<file path="config.mk">
export PLATFORM = sky130hd
export DESIGN_NAME = puf_eval_ctrl
export DESIGN_NICKNAME = d
export VERILOG_FILES = /design/src/rtl/puf_eval_ctrl.sv
export SDC_FILE = /design/constraint.sdc
export NUM_CORES = 1
export LEC_CHECK = 0
export CAP_MARGIN = 20
export CORE_MARGIN = 1.5
export CORE_UTILIZATION = 50
export CTS_CLUSTER_DIAMETER = 40
export DETAILED_ROUTE_END_ITERATION = 8
export DONT_BUFFER_PORTS = 1
export SLEW_MARGIN = 30
export SYNTH_ARGS = -nofsm -noshare
export SYNTH_HDL_FRONTEND = slang
export SYNTH_SLANG_ARGS = --single-unit
</file>
<file path="constraint.sdc">
create_clock -name clk -period 2.04 [get_ports clk]
set_input_delay 0.408 -clock clk [delete_from_list [all_inputs] [get_ports clk]]
set_output_delay 0.408 -clock clk [all_outputs]
set_load 0.05 [all_outputs]
</file>
<file path="src/rtl/puf_eval_ctrl.sv">
// -----------------------------------------------------------------------------
// puf_eval_ctrl
// Sequencer for a 16-challenge / 16-response arbiter PUF array. A challenge is
// accepted over a valid/ready request port and applied to the array. The block
// then fires NUM_EVAL race pulses, samples the response after each pulse has
// settled, majority-votes every response bit, and returns the voted word plus a
// per-bit instability mask over a valid/ready response port.
//
// Ports
//   clk, rst_n                 clock (rising edge), async active-low reset
//   req_valid / req_ready      request handshake; req_ready is high only in IDLE
//   req_challenge[15:0]        challenge, captured on the request handshake
//   puf_challenge[15:0]        challenge held on the array until the next request
//   puf_pulse                  registered race-launch pulse
//   puf_response[15:0]         array response, sampled at the end of SETTLE
//   rsp_valid / rsp_ready      response handshake
//   rsp_data[15:0]             majority-voted response
//   rsp_unstable[15:0]         bit i set when the evaluations of bit i disagreed
//   busy                       high in every state except IDLE
// -----------------------------------------------------------------------------
module puf_eval_ctrl #(
    parameter int NUM_EVAL    = 5,
    parameter int SETUP_CYC   = 4,
    parameter int PULSE_CYC   = 2,
    parameter int SETTLE_CYC  = 4,
    parameter int RECOVER_CYC = 2
) (
    input  logic        clk,
    input  logic        rst_n,
    input  logic        req_valid,
    output logic        req_ready,
    input  logic [15:0] req_challenge,
    output logic [15:0] puf_challenge,
    output logic        puf_pulse,
    input  logic [15:0] puf_response,
    output logic        rsp_valid,
    input  logic        rsp_ready,
    output logic [15:0] rsp_data,
    output logic [15:0] rsp_unstable,
    output logic        busy
);

    localparam int CW    = $clog2(NUM_EVAL + 1);
    localparam int MAX_A = (SETUP_CYC > PULSE_CYC) ? SETUP_CYC : PULSE_CYC;
    localparam int MAX_B = (SETTLE_CYC > RECOVER_CYC) ? SETTLE_CYC : RECOVER_CYC;
    localparam int MAXC  = (MAX_A > MAX_B) ? MAX_A : MAX_B;
    // The timer counts down from (phase length - 1) to zero.
    localparam int TW    = (MAXC > 1) ? $clog2(MAXC) : 1;

    localparam logic [TW-1:0] SETUP_LD   = TW'(SETUP_CYC - 1);
    localparam logic [TW-1:0] PULSE_LD   = TW'(PULSE_CYC - 1);
    localparam logic [TW-1:0] SETTLE_LD  = TW'(SETTLE_CYC - 1);
    localparam logic [TW-1:0] RECOVER_LD = TW'(RECOVER_CYC - 1);
    localparam logic [CW-1:0] N_EVAL     = CW'(NUM_EVAL);
    localparam logic [CW-1:0] HALF_EVAL  = CW'(NUM_EVAL / 2);

    typedef enum logic [2:0] {
        S_IDLE    = 3'd0,
        S_SETUP   = 3'd1,
        S_FIRE    = 3'd2,
        S_SETTLE  = 3'd3,
        S_RECOVER = 3'd4,
        S_DONE    = 3'd5
    } state_e;

    state_e          state_q, state_d;
    logic [TW-1:0]   tmr_q, tmr_d;
    logic [CW-1:0]   eval_cnt_q, eval_cnt_d;
    logic [CW-1:0]   ones_cnt_q [16];
    logic [CW-1:0]   ones_cnt_d [16];
    logic [15:0]     chal_q, chal_d;
    logic [15:0]     rsp_data_q, rsp_data_d;
    logic [15:0]     rsp_unst_q, rsp_unst_d;
    logic            pulse_q, pulse_d;
    logic            req_ready_q, req_ready_d;
    logic            rsp_valid_q, rsp_valid_d;
    logic            busy_q, busy_d;

    logic            accept_s;
    logic            sample_s;
    logic            finish_s;

    assign accept_s = (state_q == S_IDLE) && req_valid && req_ready_q;
    assign sample_s = (state_q == S_SETTLE) && (tmr_q == {TW{1'b0}});
    assign finish_s = (state_q == S_RECOVER) && (tmr_q == {TW{1'b0}}) &&
                      (eval_cnt_q >= N_EVAL);

    // State, phase timer and datapath registers.
    always_ff @(posedge clk or negedge rst_n) begin
        if (!rst_n) begin
            state_q    <= S_IDLE;
            tmr_q      <= {TW{1'b0}};
            eval_cnt_q <= {CW{1'b0}};
            chal_q     <= 16'h0000;
            rsp_data_q <= 16'h0000;
            rsp_unst_q <= 16'h0000;
            for (int i = 0; i < 16; i++) begin
                ones_cnt_q[i] <= {CW{1'b0}};
            end
        end else begin
            state_q    <= state_d;
            tmr_q      <= tmr_d;
            eval_cnt_q <= eval_cnt_d;
            chal_q     <= chal_d;
            rsp_data_q <= rsp_data_d;
            rsp_unst_q <= rsp_unst_d;
            for (int i = 0; i < 16; i++) begin
                ones_cnt_q[i] <= ones_cnt_d[i];
            end
        end
    end

    // Next-state and phase-timer logic; the timer reloads on every state entry.
    always_comb begin
        state_d = state_q;
        tmr_d   = tmr_q;
        case (state_q)
            S_IDLE: begin
                if (accept_s) begin
                    state_d = S_SETUP;
                    tmr_d   = SETUP_LD;
                end else begin
                    tmr_d   = {TW{1'b0}};
                end
            end
            S_SETUP: begin
                if (tmr_q == {TW{1'b0}}) begin
                    state_d = S_FIRE;
                    tmr_d   = PULSE_LD;
                end else begin
                    tmr_d   = tmr_q - TW'(1);
                end
            end
            S_FIRE: begin
                if (tmr_q == {TW{1'b0}}) begin
                    state_d = S_SETTLE;
                    tmr_d   = SETTLE_LD;
                end else begin
                    tmr_d   = tmr_q - TW'(1);
                end
            end
            S_SETTLE: begin
                if (tmr_q == {TW{1'b0}}) begin
                    state_d = S_RECOVER;
                    tmr_d   = RECOVER_LD;
                end else begin
                    tmr_d   = tmr_q - TW'(1);
                end
            end
            S_RECOVER: begin
                if (tmr_q != {TW{1'b0}}) begin
                    tmr_d   = tmr_q - TW'(1);
                end else if (finish_s) begin
                    state_d = S_DONE;
                    tmr_d   = {TW{1'b0}};
                end else begin
                    state_d = S_FIRE;
                    tmr_d   = PULSE_LD;
                end
            end
            S_DONE: begin
                if (rsp_ready) begin
                    state_d = S_IDLE;
                end else begin
                    state_d = S_DONE;
                end
            end
            default: begin
                state_d = S_IDLE;
                tmr_d   = {TW{1'b0}};
            end
        endcase
    end

    // Challenge capture, ones counting and the majority vote on DONE entry.
    always_comb begin
        chal_d     = chal_q;
        eval_cnt_d = eval_cnt_q;
        rsp_data_d = rsp_data_q;
        rsp_unst_d = rsp_unst_q;
        for (int i = 0; i < 16; i++) begin
            ones_cnt_d[i] = ones_cnt_q[i];
        end
        if (accept_s) begin
            chal_d     = req_challenge;
            eval_cnt_d = {CW{1'b0}};
            for (int i = 0; i < 16; i++) begin
                ones_cnt_d[i] = {CW{1'b0}};
            end
        end else if (sample_s) begin
            // Counters cannot wrap: at most NUM_EVAL samples per request.
            eval_cnt_d = eval_cnt_q + CW'(1);
            for (int i = 0; i < 16; i++) begin
                ones_cnt_d[i] = ones_cnt_q[i] + CW'(puf_response[i]);
            end
        end else if (finish_s) begin
            for (int i = 0; i < 16; i++) begin
                rsp_data_d[i] = (ones_cnt_q[i] > HALF_EVAL);
                rsp_unst_d[i] = (ones_cnt_q[i] != {CW{1'b0}}) &&
                                (ones_cnt_q[i] != N_EVAL);
            end
        end else begin
            chal_d = chal_q;
        end
    end

    // Output decode from the next state so every output is a clean flop.
    always_comb begin
        pulse_d     = (state_d == S_FIRE);
        req_ready_d = (state_d == S_IDLE);
        rsp_valid_d = (state_d == S_DONE);
        busy_d      = (state_d != S_IDLE);
    end

    // Registered handshake and pulse outputs.
    always_ff @(posedge clk or negedge rst_n) begin
        if (!rst_n) begin
            pulse_q     <= 1'b0;
            req_ready_q <= 1'b1;
            rsp_valid_q <= 1'b0;
            busy_q      <= 1'b0;
        end else begin
            pulse_q     <= pulse_d;
            req_ready_q <= req_ready_d;
            rsp_valid_q <= rsp_valid_d;
            busy_q      <= busy_d;
        end
    end

    assign puf_challenge = chal_q;
    assign puf_pulse     = pulse_q;
    assign req_ready     = req_ready_q;
    assign rsp_valid     = rsp_valid_q;
    assign rsp_data      = rsp_data_q;
    assign rsp_unstable  = rsp_unst_q;
    assign busy          = busy_q;

endmodule

</file>
==> metrics.yaml <==
pwr:
  power.total_uw: 5111
  p_leak_uw: 0.002585
  power_density_nw_per_um2: 942.4
  ir_drop_mv: 0.3688
floorplanning:
  die_height_um: 104.1
  core_area_um2: 9864
  start_util: 0.5181
  fp.dieW_um: 104.1
  pin_count: 88
  dieArea_um2: 10840
  rows: 36
routing:
  routed-via-count: 3309
  first_pass_iters: 5
  remaining_drc_errors: 0
  via_per_inst: 5.278
  drt_iter0_drc: 148
  ant_nets: 0
  drt-total-wl_mm: 9.245
  wl_per_cell_um: 14.74
synth:
  synth-async-reset-ratio: 1.000
  ys_ff_latch: 108
  synth_edf_count: 0
  synthCells: 497
  yosysSeqAreaShare: 0.5290
  yosysWarnings: 0
  avgSynthCellArea_um2: 10.28
  yosysUniqueCellTypes: 39
  synthFlopType: "dfrtp_1"
  syn_nets: 569
  syn_area_um2: 5111
grt:
  grt_overflow: 0
  track_usage: 0.1809
  grt_max_degree: 109
  antenna_found_initial: 0
  grt_pass1_vias: 3215
  grt_pass1_wl_mm: 15.77
timing:
  setup_tns_ns: 0
  rsz0062_at_grt: "false"
  post-route-period-util: 0.8826
  finalMaxSlewViolations: 0
  max_slew.worst_pin.slew_ns: 0.5165
  final_hold_viol_count: 108
  period_needed_ns: 1.801
  whs_ns: -0.2728
  max_slew_margin: 0.6557
  fmax_mhz: 555.4
  fin_skew_ns: 0.008102
  setup_viol: 0
setup_path:
  crit_arrival_ns: 2.09
  required_ns: 2.33
  timing.rr.start: "tmr_q[0]"
  worstSetupEndpointType: "register"
  reg2reg_to: "rsp_unstable[12]"
  path_max_fanout: 64
  max_stage_delay_ns: 0.42
  r2r_cells: 7
  crit_chain: "inv_1 -> ha_1 -> and2b_1 -> and3_2 -> buf_12 -> nor2_1 -> a21oi_1"
  cpMaxStageDelayCell: "dfrtp_1"
  path_buf_inv: 2
  r2r_slack_ns: 0.24
  start_kind: "register"
  path_class: "reg -> reg"
  crit_family: "simple AND/OR/NAND/NOR gates"
clock_tree:
  postCtsResizedCells: 0
  cts_setup_buffers: 0
  cts_max_path_buffers: 2
  cts_buffers: 9
  path_clk_slew_ns: 0.09
  h-tree-depth: 3
  clkSinkCount: 108
  root_buffer: "clkbuf_8"
  clkLatencyLatePin_ns: 0.37
  cts_tree: "yes"
place:
  place_congestion: 0.7995
  io_buffers: 0
  dp_hpwl_mm: 5.794
finish:
  drive_gt1_frac: 0.09109
  nets: 562
  area_growth_pct: 6.120
  diodes: 0
outcome:
  violations: "hold timing"
  status: "complete, but fails checks"
job:
  maxCapViolations: 0
hold_path:
  min_path_type: "in -> async"
## cell families (layout without fill, tap and decap cells)
| kind of cell | Yosys count | in the layout | share of synthesized area |
|---|---|---|---|
| AND/OR/NAND/NOR | 171 | 171 | 0.1393 |
| flip-flops | 108 | 108 | 0.5290 |
| AO/OA/AOI/OAI | 98 | 98 | 0.1013 |
| adder cells (fa/ha/maj) | 36 | 36 | 0.08813 |
| XOR/XNOR | 35 | 35 | 0.05998 |
| buffers and inverters | 33 | 30 | 0.03745 |
| multiplexers | 16 | 16 | 0.04480 |
## flip-flops by register name (all words and copies together), names as in the netlist, 2 cells and up
name	flops
tmr_q	2
state_q	3
rsp_unstable	16
ones_cnt_q	48
puf_challenge	16
eval_cnt_q	3
rsp_data	16
## cell usage in the layout (no fill, tap or decap), types with 2 or more instances in the layout
cell        Yosys  routed
nand2_1        84      84
xor2_1         34      34
o22ai_1         3       3
clkbuf_8        0      10
dfrtp_1       107     107
clkinvlp_4      0       2
or3_1           2       2
a31oi_1         2       2
nor2b_1         3       3
nor2_1         69      69
mux2_4         13      13
nor3_1          3       3
a21oi_1        85      85
inv_1           5       5
buf_12          0       4
mux2_2          3       3
buf_4           9       6
ha_1           36      36
## power breakdown
| group | internal, µW | switching, µW | total, µW |
|---|---|---|---|
| clock network | 594 | 707 | 1300 |
| registers | 2490 | 378 | 2860 |
| logic | 478 | 469 | 947 |
| total | 3560 | 1550 | 5110 |
## per-stage QoR
stage          setup slack [ns]    util  std cells  area, µm²
2_1_floorplan            0.2616       -        497       5111
3_3_place_gp             0.3149  0.5304        612       5233
3_5_place_dp             0.2501  0.5304        612       5233
5_1_grt                 0.03106  0.5498        627       5424
6_report                 0.2394  0.5498        627       5424
4_1_cts                  0.2407  0.5498        627       5424
## area by class of cell
class,instances,area (µm²)
repair buffers,10,125.1
multi-input cells,356,2218
inverters,5,18.77
clock buffers,11,141.4
well taps,133,166.4
flip-flops and latches,108,2704
clock inverters,4,50.05
fillers,847,4441
## cell usage after synthesis (2+ instances only)
cell,count,area share
buf_2,8,0.0078
a21oi_1,85,0.083
mux2_4,13,0.038
nand2_1,84,0.062
buf_6,3,0.0066
nor2_1,69,0.051
or3_1,2,0.0024
mux2_2,3,0.0066
a31oi_1,2,0.0024
o22ai_1,3,0.0037
xor2_1,34,0.058
dfrtp_1,107,0.52
inv_1,5,0.0037
ha_1,36,0.088
buf_4,9,0.013
nor2b_1,3,0.0037
nor3_1,3,0.0029
clkbuf_1,7,0.0051
## layer usage
layer  GRT usage  wire length, µm  share of wire
met1      0.2395             4333           0.47
met5           0                0              0
met4     0.05060               99          0.011
met3     0.05576              422          0.046
met2      0.2881             4390           0.47
## worst max-delay path by stage
stage	end	slack, ns	start	cells past startpoint
global route	rsp_unstable[12]	0.03	tmr_q[0]	7
floorplan	puf_challenge[10]	0.26	req_ready	5
finish	rsp_unstable[12]	0.24	tmr_q[0]	7
global placement	ones_cnt_q[14]	0.31	state_q[2]	5
CTS	rsp_unstable[12]	0.24	tmr_q[0]	7
detailed placement	rsp_unstable[12]	0.25	tmr_q[0]	7
Power figures use the tool's default switching activity.
